--- src/rtl/w_forward_splitter_if.sv ---
// w_forward_splitter_if: merged AW/W input stream plus split AXI4 AW and W channels.
// master is the splitter's view (stream sink, AXI source); slave is the environment's view.
interface w_forward_splitter_if;
    logic [76:0] DATA;
    logic        VALID;
    logic        READY;
    logic [7:0]  AWID;
    logic [35:0] AWADDR;
    logic [7:0]  AWLEN;
    logic [2:0]  AWSIZE;
    logic [1:0]  AWBURST;
    logic        AWLOCK;
    logic [3:0]  AWCACHE;
    logic [2:0]  AWPROT;
    logic [3:0]  AWQOS;
    logic [3:0]  AWREGION;
    logic [3:0]  AWUSER;
    logic        AWVALID;
    logic        AWREADY;
    logic [63:0] WDATA;
    logic [7:0]  WSTRB;
    logic [3:0]  WUSER;
    logic        WLAST;
    logic        WVALID;
    logic        WREADY;
    logic        LEN_ERR;
    logic        ERR_CLR;

    modport master (
        input  DATA, VALID, AWREADY, WREADY, ERR_CLR,
        output READY, AWID, AWADDR, AWLEN, AWSIZE, AWBURST, AWLOCK, AWCACHE, AWPROT,
               AWQOS, AWREGION, AWUSER, AWVALID, WDATA, WSTRB, WUSER, WLAST, WVALID, LEN_ERR
    );

    modport slave (
        output DATA, VALID, AWREADY, WREADY, ERR_CLR,
        input  READY, AWID, AWADDR, AWLEN, AWSIZE, AWBURST, AWLOCK, AWCACHE, AWPROT,
               AWQOS, AWREGION, AWUSER, AWVALID, WDATA, WSTRB, WUSER, WLAST, WVALID, LEN_ERR
    );
endinterface

--- src/rtl/w_forward_splitter.sv ---
// w_forward_splitter: splits a merged command/data word stream into AXI4 AW and W channels
// through independent one-entry register slices, with optional sticky burst-length checking.
module w_forward_splitter #(
    parameter bit CHECK_LEN = 1'b1
) (
    input logic                   CLK,
    input logic                   RESETn,
    w_forward_splitter_if.master  bus
);
    typedef enum logic {S_CMD, S_DATA} state_t;

    state_t      state_q, state_d;
    logic [76:0] aw_q, aw_d, w_q, w_d;
    logic        aw_vld_q, aw_vld_d, w_vld_q, w_vld_d;
    logic [8:0]  cnt_q, cnt_d;
    logic [7:0]  exp_q, exp_d;
    logic        err_q, err_d;
    logic        ready, cmd_acc, beat_acc, err_set;

    // READY only looks at the slice that the current word is destined for
    always_comb begin
        ready    = (state_q == S_CMD) ? (!aw_vld_q || bus.AWREADY) : (!w_vld_q || bus.WREADY);
        cmd_acc  = bus.VALID && ready && (state_q == S_CMD);
        beat_acc = bus.VALID && ready && (state_q == S_DATA);
        state_d  = cmd_acc ? S_DATA : (beat_acc && bus.DATA[0]) ? S_CMD : state_q;
        aw_d     = cmd_acc ? bus.DATA : aw_q;
        aw_vld_d = cmd_acc || (aw_vld_q && !bus.AWREADY);
        w_d      = beat_acc ? bus.DATA : w_q;
        w_vld_d  = beat_acc || (w_vld_q && !bus.WREADY);
        cnt_d    = cmd_acc ? 9'd0 : (beat_acc && cnt_q != 9'd511) ? cnt_q + 9'd1 : cnt_q;
        exp_d    = cmd_acc ? bus.DATA[32:25] : exp_q;
        err_set  = beat_acc && (bus.DATA[0] ? (cnt_q != {1'b0, exp_q}) : (cnt_q == {1'b0, exp_q}));
        err_d    = CHECK_LEN && (err_set || (err_q && !bus.ERR_CLR));
    end

    always_ff @(posedge CLK or negedge RESETn) begin
        if (!RESETn) begin
            state_q  <= S_CMD;
            aw_q     <= '0;
            w_q      <= '0;
            aw_vld_q <= 1'b0;
            w_vld_q  <= 1'b0;
            cnt_q    <= '0;
            exp_q    <= '0;
            err_q    <= 1'b0;
        end else begin
            state_q  <= state_d;
            aw_q     <= aw_d;
            w_q      <= w_d;
            aw_vld_q <= aw_vld_d;
            w_vld_q  <= w_vld_d;
            cnt_q    <= cnt_d;
            exp_q    <= exp_d;
            err_q    <= err_d;
        end
    end

    assign bus.READY   = ready;
    assign bus.AWVALID = aw_vld_q;
    assign bus.WVALID  = w_vld_q;
    assign bus.LEN_ERR = err_q;
    assign {bus.AWID, bus.AWADDR, bus.AWLEN, bus.AWSIZE, bus.AWBURST, bus.AWLOCK,
            bus.AWCACHE, bus.AWPROT, bus.AWQOS, bus.AWREGION, bus.AWUSER} = aw_q;
    assign {bus.WDATA, bus.WSTRB, bus.WUSER, bus.WLAST} = w_q;
endmodule

--- src/flat_wrapper.sv ---
// flat-port wrapper written by rule: the top's interface ports become plain ports
module w_forward_splitter_flat 
#(
    parameter bit CHECK_LEN = 1'b1
)
  (CLK, RESETn, bus_DATA, bus_VALID, bus_AWREADY, bus_WREADY, bus_ERR_CLR, bus_READY, bus_AWID, bus_AWADDR, bus_AWLEN, bus_AWSIZE, bus_AWBURST, bus_AWLOCK, bus_AWCACHE, bus_AWPROT, bus_AWQOS, bus_AWREGION, bus_AWUSER, bus_AWVALID, bus_WDATA, bus_WSTRB, bus_WUSER, bus_WLAST, bus_WVALID, bus_LEN_ERR);
  w_forward_splitter_if bus_i ();
  input logic CLK;
  input logic RESETn;
  input wire logic [$bits(bus_i.DATA)-1:0] bus_DATA;
  input wire logic [$bits(bus_i.VALID)-1:0] bus_VALID;
  input wire logic [$bits(bus_i.AWREADY)-1:0] bus_AWREADY;
  input wire logic [$bits(bus_i.WREADY)-1:0] bus_WREADY;
  input wire logic [$bits(bus_i.ERR_CLR)-1:0] bus_ERR_CLR;
  output wire logic [$bits(bus_i.READY)-1:0] bus_READY;
  output wire logic [$bits(bus_i.AWID)-1:0] bus_AWID;
  output wire logic [$bits(bus_i.AWADDR)-1:0] bus_AWADDR;
  output wire logic [$bits(bus_i.AWLEN)-1:0] bus_AWLEN;
  output wire logic [$bits(bus_i.AWSIZE)-1:0] bus_AWSIZE;
  output wire logic [$bits(bus_i.AWBURST)-1:0] bus_AWBURST;
  output wire logic [$bits(bus_i.AWLOCK)-1:0] bus_AWLOCK;
  output wire logic [$bits(bus_i.AWCACHE)-1:0] bus_AWCACHE;
  output wire logic [$bits(bus_i.AWPROT)-1:0] bus_AWPROT;
  output wire logic [$bits(bus_i.AWQOS)-1:0] bus_AWQOS;
  output wire logic [$bits(bus_i.AWREGION)-1:0] bus_AWREGION;
  output wire logic [$bits(bus_i.AWUSER)-1:0] bus_AWUSER;
  output wire logic [$bits(bus_i.AWVALID)-1:0] bus_AWVALID;
  output wire logic [$bits(bus_i.WDATA)-1:0] bus_WDATA;
  output wire logic [$bits(bus_i.WSTRB)-1:0] bus_WSTRB;
  output wire logic [$bits(bus_i.WUSER)-1:0] bus_WUSER;
  output wire logic [$bits(bus_i.WLAST)-1:0] bus_WLAST;
  output wire logic [$bits(bus_i.WVALID)-1:0] bus_WVALID;
  output wire logic [$bits(bus_i.LEN_ERR)-1:0] bus_LEN_ERR;
  assign bus_i.DATA = bus_DATA;
  assign bus_i.VALID = bus_VALID;
  assign bus_i.AWREADY = bus_AWREADY;
  assign bus_i.WREADY = bus_WREADY;
  assign bus_i.ERR_CLR = bus_ERR_CLR;
  assign bus_READY = bus_i.READY;
  assign bus_AWID = bus_i.AWID;
  assign bus_AWADDR = bus_i.AWADDR;
  assign bus_AWLEN = bus_i.AWLEN;
  assign bus_AWSIZE = bus_i.AWSIZE;
  assign bus_AWBURST = bus_i.AWBURST;
  assign bus_AWLOCK = bus_i.AWLOCK;
  assign bus_AWCACHE = bus_i.AWCACHE;
  assign bus_AWPROT = bus_i.AWPROT;
  assign bus_AWQOS = bus_i.AWQOS;
  assign bus_AWREGION = bus_i.AWREGION;
  assign bus_AWUSER = bus_i.AWUSER;
  assign bus_AWVALID = bus_i.AWVALID;
  assign bus_WDATA = bus_i.WDATA;
  assign bus_WSTRB = bus_i.WSTRB;
  assign bus_WUSER = bus_i.WUSER;
  assign bus_WLAST = bus_i.WLAST;
  assign bus_WVALID = bus_i.WVALID;
  assign bus_LEN_ERR = bus_i.LEN_ERR;
  w_forward_splitter #(.CHECK_LEN(CHECK_LEN)) u_core (.CLK(CLK), .RESETn(RESETn), .bus(bus_i));
endmodule
--- config.mk ---
export PLATFORM = sky130hd
export DESIGN_NAME = w_forward_splitter_flat
export DESIGN_NICKNAME = d
export VERILOG_FILES = /design/src/rtl/w_forward_splitter_if.sv /design/src/rtl/w_forward_splitter.sv /design/src/flat_wrapper.sv
export SDC_FILE = /design/constraint.sdc
export NUM_CORES = 1
export LEC_CHECK = 0
export ABC_AREA = 1
export CORE_MARGIN = 2
export CORE_UTILIZATION = 45
export CTS_BUF_LIST = sky130_fd_sc_hd__clkbuf_8
export CTS_CLUSTER_SIZE = 16
export DETAILED_ROUTE_END_ITERATION = 8
export GPL_ROUTABILITY_DRIVEN = 0
export PLACE_DENSITY = 0.81
export SLEW_MARGIN = 10
export SYNTH_ARGS = -nofsm -noshare
export SYNTH_HDL_FRONTEND = slang
export SYNTH_SLANG_ARGS = --single-unit
export TNS_END_PERCENT = 50
--- constraint.sdc ---
create_clock -name CLK -period 2.1 [get_ports CLK]
set_input_delay 0.21 -clock CLK [delete_from_list [all_inputs] [get_ports CLK]]
set_output_delay 0.21 -clock CLK [all_outputs]
set_load 0.01 [all_outputs]
# Word-level counts from Yosys, hierarchy flattened
# Cells that the tools add are included.
word_totals:
  register_bits: 175
  latch_bits: 0
  ram_bits: 0
  mem_bits_ro: 0
  input_bits: 83
  output_inout_bits: 158
  elab_cells: 40
  n_memories: 0
classes:
  add_sub_neg: 1
  mul: 0
  div: 0
  magnitude_cmp: 0
  eq_ne: 3
  n_shift: 0
  n_mux: 6
  n_bitwise: 1
  n_reduce_logical: 21
op_table:
  columns: ["cell", "count"]
  rows:
  - ["9-bit 2-to-1 mux", 2]
  - ["9-bit by 1-bit adder with 9-bit output (second input constant)", 1]
  - ["9-bit by 8-bit equality test with 1-bit output", 1]
  - ["1-bit logical AND", 9]
  - ["9-bit by 8-bit != test with 1-bit output", 1]
  - ["9-bit != test (second input constant)", 1]
  - ["1-bit logical NOT", 5]
  - ["1-bit logical OR", 5]
  - ["1-bit 2-to-1 mux", 4]
  - ["2-bit nonzero test", 2]
  - ["1-bit NOT", 1]

# Longest topological paths before layout
# Gate-level depths: netlist (run 1).
depth:
  ltp_word: 8
  ltp_mapped: 12
  depth_no_buf: 12

# Worst setup path after synthesis (run 1)
# OpenSTA, ideal clock, no wires.
synth_path:
  path_type: "reg-to-reg"
  start: "register u_core.cnt_q[0]"
  end: "register u_core.cnt_q[4]"
  setup_ns: 0.119
  arrival_ns: 1.696
  t_required_ns: 1.981
  path_slack_ns: 0.285
  stages_incl_launch_ff: 13
  path_buffers: 0
  cell_sequence: "dfrtp_1 ha_1 nand3_1 nor2_1 nand2_1 nor2_1 ha_1 inv_1 nand4_1 nand2_2 inv_1 nor2_1 o21a_1"
synth_between:
  elab_chain_cells: 3
  word_cells_on_any_way: 6
  cone_classes: "add/sub (1); eq/ne (1); mux (2); reduce/logical (2)"
synth_lines:
  columns: ["element", "line", "rtl"]
  rows:
  - ["start: declaration", "w_forward_splitter.sv:15", "logic [8:0] cnt_q, cnt_d;"]
  - ["start signal: assignment", "w_forward_splitter.sv:52", "cnt_q <= cnt_d;"]
  - ["9-bit by 1-bit adder with 9-bit output or 9-bit != test (tied branches)", "w_forward_splitter.sv:30", "cnt_d = cmd_acc ? 9'd0 : (beat_acc && cnt_q != 9'd511) ? cnt_q + 9'd1 : cnt_q;"]
  - ["9-bit 2-to-1 mux or 1-bit logical AND (tied branches)", "w_forward_splitter.sv:30", null]
  - ["9-bit 2-to-1 mux or 2-bit nonzero test (tied branches)", null, null]
# Parallel ways exist; a longest one is shown, timed or not. The select of a mux whose other input is x is not followed.
# A chain may end at the register's enable or synchronous reset.

# Worst setup path after layout (run 1)
# Ends and elaborated chain as after synthesis.

==> results of run 1 <==
layout make-up:
class                      count  area share (%)
sequential                   167           43.63
timing repair buffer         254           27.00
multi-input combinational    394           18.64
inverter                     102           3.997
tap                          180           2.351
clock buffer                  18           2.587
clock inverter                14           1.790
layer usage:
metal | GRT usage, % | up-vias | share of wire [%]
met3 | 8.059 | 32 | 8.6
met1 | 27.79 | 2511 | 41
met2 | 33.33 | 193 | 48
li1 | - | 2648 | -
met4 | 9.129 | 0 | 2.6
met5 | 0 | - | 0
cell families after synthesis:
logic type / Yosys count / share of synthesized area (%)
flops: 167 / 64.29
buf+inv: 136 / 8.470
xor+xnor: 3 / 0.4043
fa+ha+maj: 2 / 0.3849
simple gates: 221 / 13.40
compound gates: 168 / 13.05
placed cells by master, fill, tap and decap left out:
| master | netlist | routed |
|---|---|---|
| inv_6 | 0 | 3 |
| nand3_1 | 12 | 11 |
| inv_1 | 102 | 102 |
| ha_1 | 2 | 2 |
| nor2_1 | 15 | 14 |
| nor3_1 | 1 | 1 |
| a31oi_1 | 1 | 1 |
| clkinv_4 | 0 | 2 |
| clkdlybuf4s50_1 | 0 | 239 |
| nor2_2 | 0 | 1 |
| dfrtp_1 | 167 | 167 |
| clkbuf_8 | 0 | 18 |
| a22o_1 | 1 | 1 |
| dlygate4sd3_1 | 0 | 1 |
| o21ai_1 | 2 | 2 |
| xor2_1 | 3 | 3 |
| buf_12 | 0 | 6 |
| nand2_2 | 1 | 1 |
| o21ai_0 | 159 | 159 |
| buf_4 | 1 | 7 |
| nand2_1 | 189 | 189 |
| clkinv_2 | 0 | 3 |
| bufinv_16 | 0 | 3 |
| buf_6 | 1 | 1 |
| clkinvlp_4 | 0 | 3 |
| a21oi_1 | 4 | 4 |
| nand3_4 | 1 | 2 |
| o21a_1 | 1 | 1 |
| nor3_2 | 1 | 1 |
| nand4_1 | 1 | 1 |
how the worst max path moves through the flow:
stage / end / slack [ps] / startpoint / cells after the start
6_report: u_core.cnt_q[4] / 120 / u_core.cnt_q[0] / 12
5_1_grt: u_core.cnt_q[4] / -8 / u_core.cnt_q[0] / 12
4_1_cts: u_core.cnt_q[4] / 80 / u_core.cnt_q[1] / 12
3_5_place_dp: u_core.cnt_q[4] / 120 / u_core.cnt_q[1] / 12
3_3_place_gp: u_core.cnt_q[4] / 170 / u_core.cnt_q[1] / 12
2_1_floorplan: u_core.cnt_q[4] / 290 / u_core.cnt_q[0] / 12
worst max-delay path: cells and delay by family, from the launching register on:
kind                     cells  cell delay, ps
AND/OR/NAND/NOR              7             840
flip-flops                   1             380
AO/OA/AOI/OAI                1             160
adder cells (fa/ha/maj)      2             340
buffers and inverters        2             170
stage by stage:
| stage | std cells | util (%) | setup TNS (ps) |
|---|---|---|---|
| final | 1129 | 68.47 | 0 |
| after global routing | 1129 | 68.47 | -8.430 |
| after CTS | 1127 | 68.35 | 0 |
| after detailed placement | 1094 | 65.28 | 0 |
| after global placement | 1094 | 65.28 | 0 |
| after floorplan | 697 | - | 0 |
state kept, by name (all words and copies together), names as in the netlist:
register,flops
u_core.aw_q,77
u_core.bus.AWVALID,1
u_core.bus.LEN_ERR,1
u_core.bus.WVALID,1
u_core.cnt_q,9
u_core.state_q,1
u_core.w_q,77
synth_stat cells:
cell type	count	area, um^2
a21oi_1	4	20.02
a22o_1	1	8.760
a31oi_1	1	6.260
buf_2	17	85.08
buf_4	1	7.510
buf_6	1	11.26
clkbuf_1	9	33.78
clkbuf_2	6	30.03
dfrtp_1	167	4179
ha_1	2	25.02
inv_1	102	382.9
nand2_1	189	709.4
nand2_2	1	6.260
nand3_1	12	60.06
nand3_4	1	17.52
nand4_1	1	6.260
nor2_1	15	56.30
nor3_1	1	5.000
nor3_2	1	10.01
o21a_1	1	7.510
o21ai_0	159	795.8
o21ai_1	2	10.01
xor2_1	3	26.28
repair_timing:
item / in CTS / in global routing
hold buffers: 1 / 0
endpoints found under the setup margin: 0 / 7
gates resized for setup: 0 / 1
endpoints found under the hold margin: 39 / 0
setup buffers: 0 / 2
power by group through the flow:
stage	clock network, uW	logic, uW	registers, uW
after floorplan	0	1770	6170
after global placement	0	6070	5500
after detailed placement	0	6220	5540
after CTS	2470	6240	5530
after global routing	2610	6780	5700
final	2410	6180	5530
==> flow_summary_export.csv, run 1 <==
group,metric,value,unit
placement,io_buffers,240,
cts,cts_sinks,167,
floorplan,die_w,124.2,um
finish,multiInputGateArea,1785,um^2
min_path,hold_path_class,"primary input to asynchronous set/reset pin",
timing,post-route-period-util,94.28,%
drt,drtIter0Drc,325,
placement,place_hpwl,11670,um
cts,cts_root_buffer,"clkbuf_8",
timing,hold_viol,0,
finish,seqCellArea,4179,um^2
drt,first_pass_iters,6,
cts,path_clk_slew,80,ps
run,maxCapViolations,0,
finish,drive_gt1_share,5.374,%
power,p_clk_share,17.1,%
cts,htreeDepth,4,
power,p_comb_share,43.8,%
finish,final_area,9578,um^2
grt,grt_start_max_net_pins,71,
grt,grt.overflow.total,0,
synthesis,syn_nets,782,
drt,antenna_left,0,
critical_path,worst-r2r-setup-slack,120,ps
critical_path,crit_required,2440,ps
power,vdd_drop_max,0.7210,mV
drt,wl_per_cell,14.66,um
timing,period_minus_slack,1980,ps
critical_path,worstSetupStartpointType,"flip-flop",
drt,num_vias,5384,
finish,syn_to_final_growth,47.35,%
power,p_sw,4924,uW
timing,fin_skew,7.609,ps
critical_path,slowest_stage,"dfrtp_1",
critical_path,reg2reg_from,"u_core.cnt_q[0]",
power,power,14120,uW
timing,fmax,505.1,MHz
critical_path,critPathCaptureType,"flip-flop",
floorplan,row_count,43,
synthesis,synthDistinctLibCells,23,
synthesis,avgSynthCellArea,9.326,um^2
critical_path,crit_type,"flip-flop to flip-flop",
power,sw_frac_of_total,34.87,%
placement,dpl-instance-area,9131,um^2
critical_path,crit_path_max_incr_delay,380,ps
floorplan,initial_utilization,46.47,%
synthesis,ys_seq_elements,167,
timing,tightestPinTransition,403.8,ps
synthesis,synth_cells,697,
cts,cts_tree,"done",
floorplan,ios,241,
power,p_leak,0.004592,uW
finish,diodes,0,
cts,cts_made_buffers,17,
grt,grt_antenna_before_repair,0,
critical_path,path_max_fanout,7,
placement,pre_cts_ws,116.5,ps
power,seqPwrFrac,39.1,%
synthesis,syn-cell-area,6500,um^2
timing,setup_viol,0,
synthesis,ys_warn_count,0,
drt,wl,16560,um
synthesis,ys_seq_area_share,64.29,%
floorplan,dieHeight,124.2,um
power,power.density,1474,nW/um^2
run_status,outcome,"completed",
timing,fin_ws,120.0,ps
floorplan,coreArea,13990,um^2
critical_path,r2r_end,"u_core.cnt_q[4]",
finish,fill_cells,1086,
drt,drcViolationCount,0,
timing,slew_viol_final,0,
floorplan,die_area,15420,um^2
timing,fin_hold_ws,249.7,ps
finish,nets,1021,
timing,slew_headroom,73.08,%
grt,grt_pass1_wl,25430,um
cts,clockBufferDepth,2,
drt,vias_per_cell,4.769,
critical_path,r2r_cells,12,
critical_path,worstPathCellList,"ha_1, nand3_1, nor2_2, nand2_1, nor2_1, ha_1, inv_1, nand4_1, nand2_2, inv_1, nor2_1, o21a_1",
grt,grt_pass1_vias,5142,
cts,clk_latency,450,ps
grt,track_usage,21.71,%
power,p_int,9196,uW
critical_path,worst-endpoint-arrival,2320,ps
Power figures use the tool's default switching activity.
==> inputs of run 2 (changes only) <==
--- a/config.mk
+++ b/config.mk
@@ -5,7 +5,6 @@
 export SDC_FILE = /design/constraint.sdc
 export NUM_CORES = 1
 export LEC_CHECK = 0
-export ABC_AREA = 1
 export CORE_MARGIN = 2
 export CORE_UTILIZATION = 45
 export CTS_BUF_LIST = sky130_fd_sc_hd__clkbuf_8
==> flow_summary_export.csv, run 2 <==
group,metric,value,unit
finish,final_common_cell,"nand2_1",
critical_path,worstSetupStartpointType,"flip-flop",
finish,drive_gt1_share,5.888,%
timing,post-route-period-util,92.83,%
synthesis,synth-simple-area-share,30.20,%
drt,wl_per_cell,15.51,um
timing,tightestPinTransition,378.3,ps
grt,grt_start_max_net_pins,78,
critical_path,crit_required,1890,ps
synthesis,ys_seq_area_share,64.08,%
power,p_leak,0.004743,uW
critical_path,slowest_stage,"clkdlybuf4s50_1",
timing,hold_viol,0,
drt,num_vias,5708,
critical_path,r2r_cells,7,
finish,nets,1057,
floorplan,dieHeight,124.4,um
cts,path_clk_slew,90,ps
cts,cts_setup_buffers,0,
min_path,hold_path_class,"primary input to asynchronous set/reset pin",
timing,fmax,513.0,MHz
synthesis,synth_top_family_by_area,"simple AND/OR/NAND/NOR gates",
cts,htreeDepth,4,
synthesis,synthArstFlopShare,100.0,%
grt,grt_pass1_vias,5684,
critical_path,reg2reg_from,"u_core.cnt_q[1]",
finish,diodes,0,
grt,track_usage,23.83,%
finish,instances_no_fill,1165,
critical_path,crit_type,"flip-flop to output port",
floorplan,coreArea,14040,um^2
critical_path,worstPathCellList,"nor2b_2, a21oi_1, clkdlybuf4s50_1",
critical_path,r2r_end,"u_core.cnt_q[6]",
critical_path,worst-r2r-setup-slack,160,ps
cts,cts_root_buffer,"clkbuf_8",
finish,largestRegisters,"u_core.aw_q: 77 flops, u_core.w_q: 77 flops, u_core.cnt_q: 9 flops",
finish,fill_cells,1104,
synthesis,synth_fa_ha_area_share,0.3837,%
synthesis,yosysTopAreaCell,"dfrtp_1",
cts,cts_sinks,167,
timing,setup_viol,0,
placement,placedCellCount,1132,
floorplan,die_area,15470,um^2
drt,drcViolationCount,0,
timing,slew_viol_final,0,
synthesis,synthTopCellsByCount,"470 x nand2_1, 167 x dfrtp_1, 27 x clkbuf_1",
synthesis,syn-cell-area,6521,um^2
floorplan,initial_utilization,46.44,%
finish,syn_to_final_growth,47.89,%
power,power.density,1486,nW/um^2
critical_path,critPathCaptureType,"output port",
critical_path,crit_path_max_incr_delay,540,ps
grt,grt_antenna_before_repair,0,
placement,io_buffers,240,
power,vdd_drop_max,0.8022,mV
timing,slew_headroom,74.78,%
timing,tns,0,ps
synthesis,synth_compound_area_share,1.439,%
grt,grt.overflow.total,0,
synthesis,yosysMostFrequentCell,"nand2_1",
cts,cts_made_buffers,17,
cts,cts_tree,"done",
synthesis,ys_seq_elements,167,
cts,clockBufferDepth,2,
synthesis,synth_top_area_share,64.08,%
timing,period_minus_slack,1949,ps
floorplan,die_w,124.4,um
synthesis,syn_nets,818,
drt,vias_per_cell,4.900,
synthesis,synthMuxAreaShare,0.1535,%
synthesis,synth_cells,733,
synthesis,avgSynthCellArea,8.897,um^2
timing,fin_skew,16.06,ps
critical_path,path_max_fanout,4,
grt,grt_pass1_wl,29490,um
floorplan,ios,241,
drt,drtIter0Drc,315,
timing,grt_setup_unrepaired,"no",
cts,clk_latency,450,ps
synthesis,synth_xor_area_share,1.343,%
run_status,outcome,"completed",
synthesis,ys_warn_count,0,
run,maxCapViolations,0,
floorplan,row_count,43,
synthesis,ys.flop_type,"dfrtp_1",
drt,wl,18070,um
placement,place_hpwl,12110,um
finish,final_cell_mix,"470 x nand2_1, 239 x clkdlybuf4s50_1, 167 x dfrtp_1",
synthesis,synth_edf_count,0,
synthesis,synthDistinctLibCells,31,
synthesis,synth.area.top_cells,"dfrtp_1 64%, nand2_1 27%, clkbuf_1 1.6%, xnor2_1 1.3%, buf_2 0.61%",
drt,first_pass_iters,4,
drt,antenna_left,0,
critical_path,worst-endpoint-arrival,1740,ps
==> run 2: cell types whose count changed in the layout (fill, tap and decap cells not counted), moves of 3 or more <==
cell	previous run	this run
nand2_1	189	470
o21ai_0	159	2
inv_1	102	3
nor2_1	14	4
xnor2_1	0	10
nand3_1	11	5
clkinvlp_4	3	6
nand2b_1	0	3
xor2_1	3	0
==> run 2: layout make-up <==
type | count | area, um^2 | share of cell area [%]
flip-flops and latches | 167 | 4179 | 43.33
repair buffers | 256 | 2614 | 27.10
multi-input cells | 527 | 2218 | 23.00
clock buffers | 18 | 247.7 | 2.569
well taps | 180 | 225.2 | 2.335
clock inverters | 14 | 148.9 | 1.544
inverters | 3 | 11.26 | 0.1168
==> run 2: worst max-delay path: cells and delay by family, from the launching register on <==
family | cells | cell delay, ps
buf+inv | 1 | 540
compound gates | 1 | 150
flops | 1 | 400
simple gates | 1 | 200
==> run 2: cell families after synthesis <==
family,Yosys count
simple gates,500
flops,167
buf+inv,39
compound gates,14
xor+xnor,10
fa+ha+maj,2
mux,1
==> run 2: repair_timing <==
item,in CTS,in global routing
gates resized for setup,0,3
hold buffers,1,0
hold endpoints to repair,30,0
endpoints found under the setup margin,0,2
==> run 2: worst max path at each step <==
stage / cells past startpoint / to / from
2_1_floorplan: 7 / u_core.cnt_q[7] / u_core.cnt_q[0]
3_3_place_gp: 7 / u_core.cnt_q[6] / u_core.cnt_q[1]
3_5_place_dp: 7 / u_core.cnt_q[6] / u_core.cnt_q[1]
4_1_cts: 3 / bus_READY / u_core.bus.WVALID
5_1_grt: 3 / bus_READY / u_core.bus.WVALID
6_report: 3 / bus_READY / u_core.bus.WVALID
==> run 2: metal layers <==
layer / track usage, % / vias up / routed length, um
met1: 31.06 / 2736 / 7714
met2: 37.70 / 219 / 8454
li1: - / 2716 / -
met3: 7.603 / 37 / 1385
met4: 8.460 / 0 / 517
met5: 0 / - / 0
==> run 2: stage by stage <==
stage	hold slack, ps	utilization (%)	total power (uW)	cell area, um^2	setup WS (ps)
6_report	202.6	68.68	14330	9644	150.6
5_1_grt	211.0	68.68	15270	9644	28.51
4_1_cts	186.7	68.58	14440	9630	18.85
3_5_place_dp	109.3	65.69	12080	9224	62.11
3_3_place_gp	111.3	65.69	11910	9224	135.6
2_1_floorplan	-85.59	-	8079	6521	180.4
==> run 2: power by group <==
part           leakage (uW)  switching (uW)  internal, uW  total, uW
clock              0.000185            1240          1100       2330
combinational       0.00248            3070          3410       6480
sequential          0.00208             846          4670       5520
==> inputs of run 3 (changes only) <==
--- a/config.mk
+++ b/config.mk
@@ -5,6 +5,7 @@
 export SDC_FILE = /design/constraint.sdc
 export NUM_CORES = 1
 export LEC_CHECK = 0
+export CAP_MARGIN = 15
 export CORE_MARGIN = 2
 export CORE_UTILIZATION = 45
 export CTS_BUF_LIST = sky130_fd_sc_hd__clkbuf_8
==> results of run 3 <==
No change in the layout: final DEF, timing and power equal those of run 2.
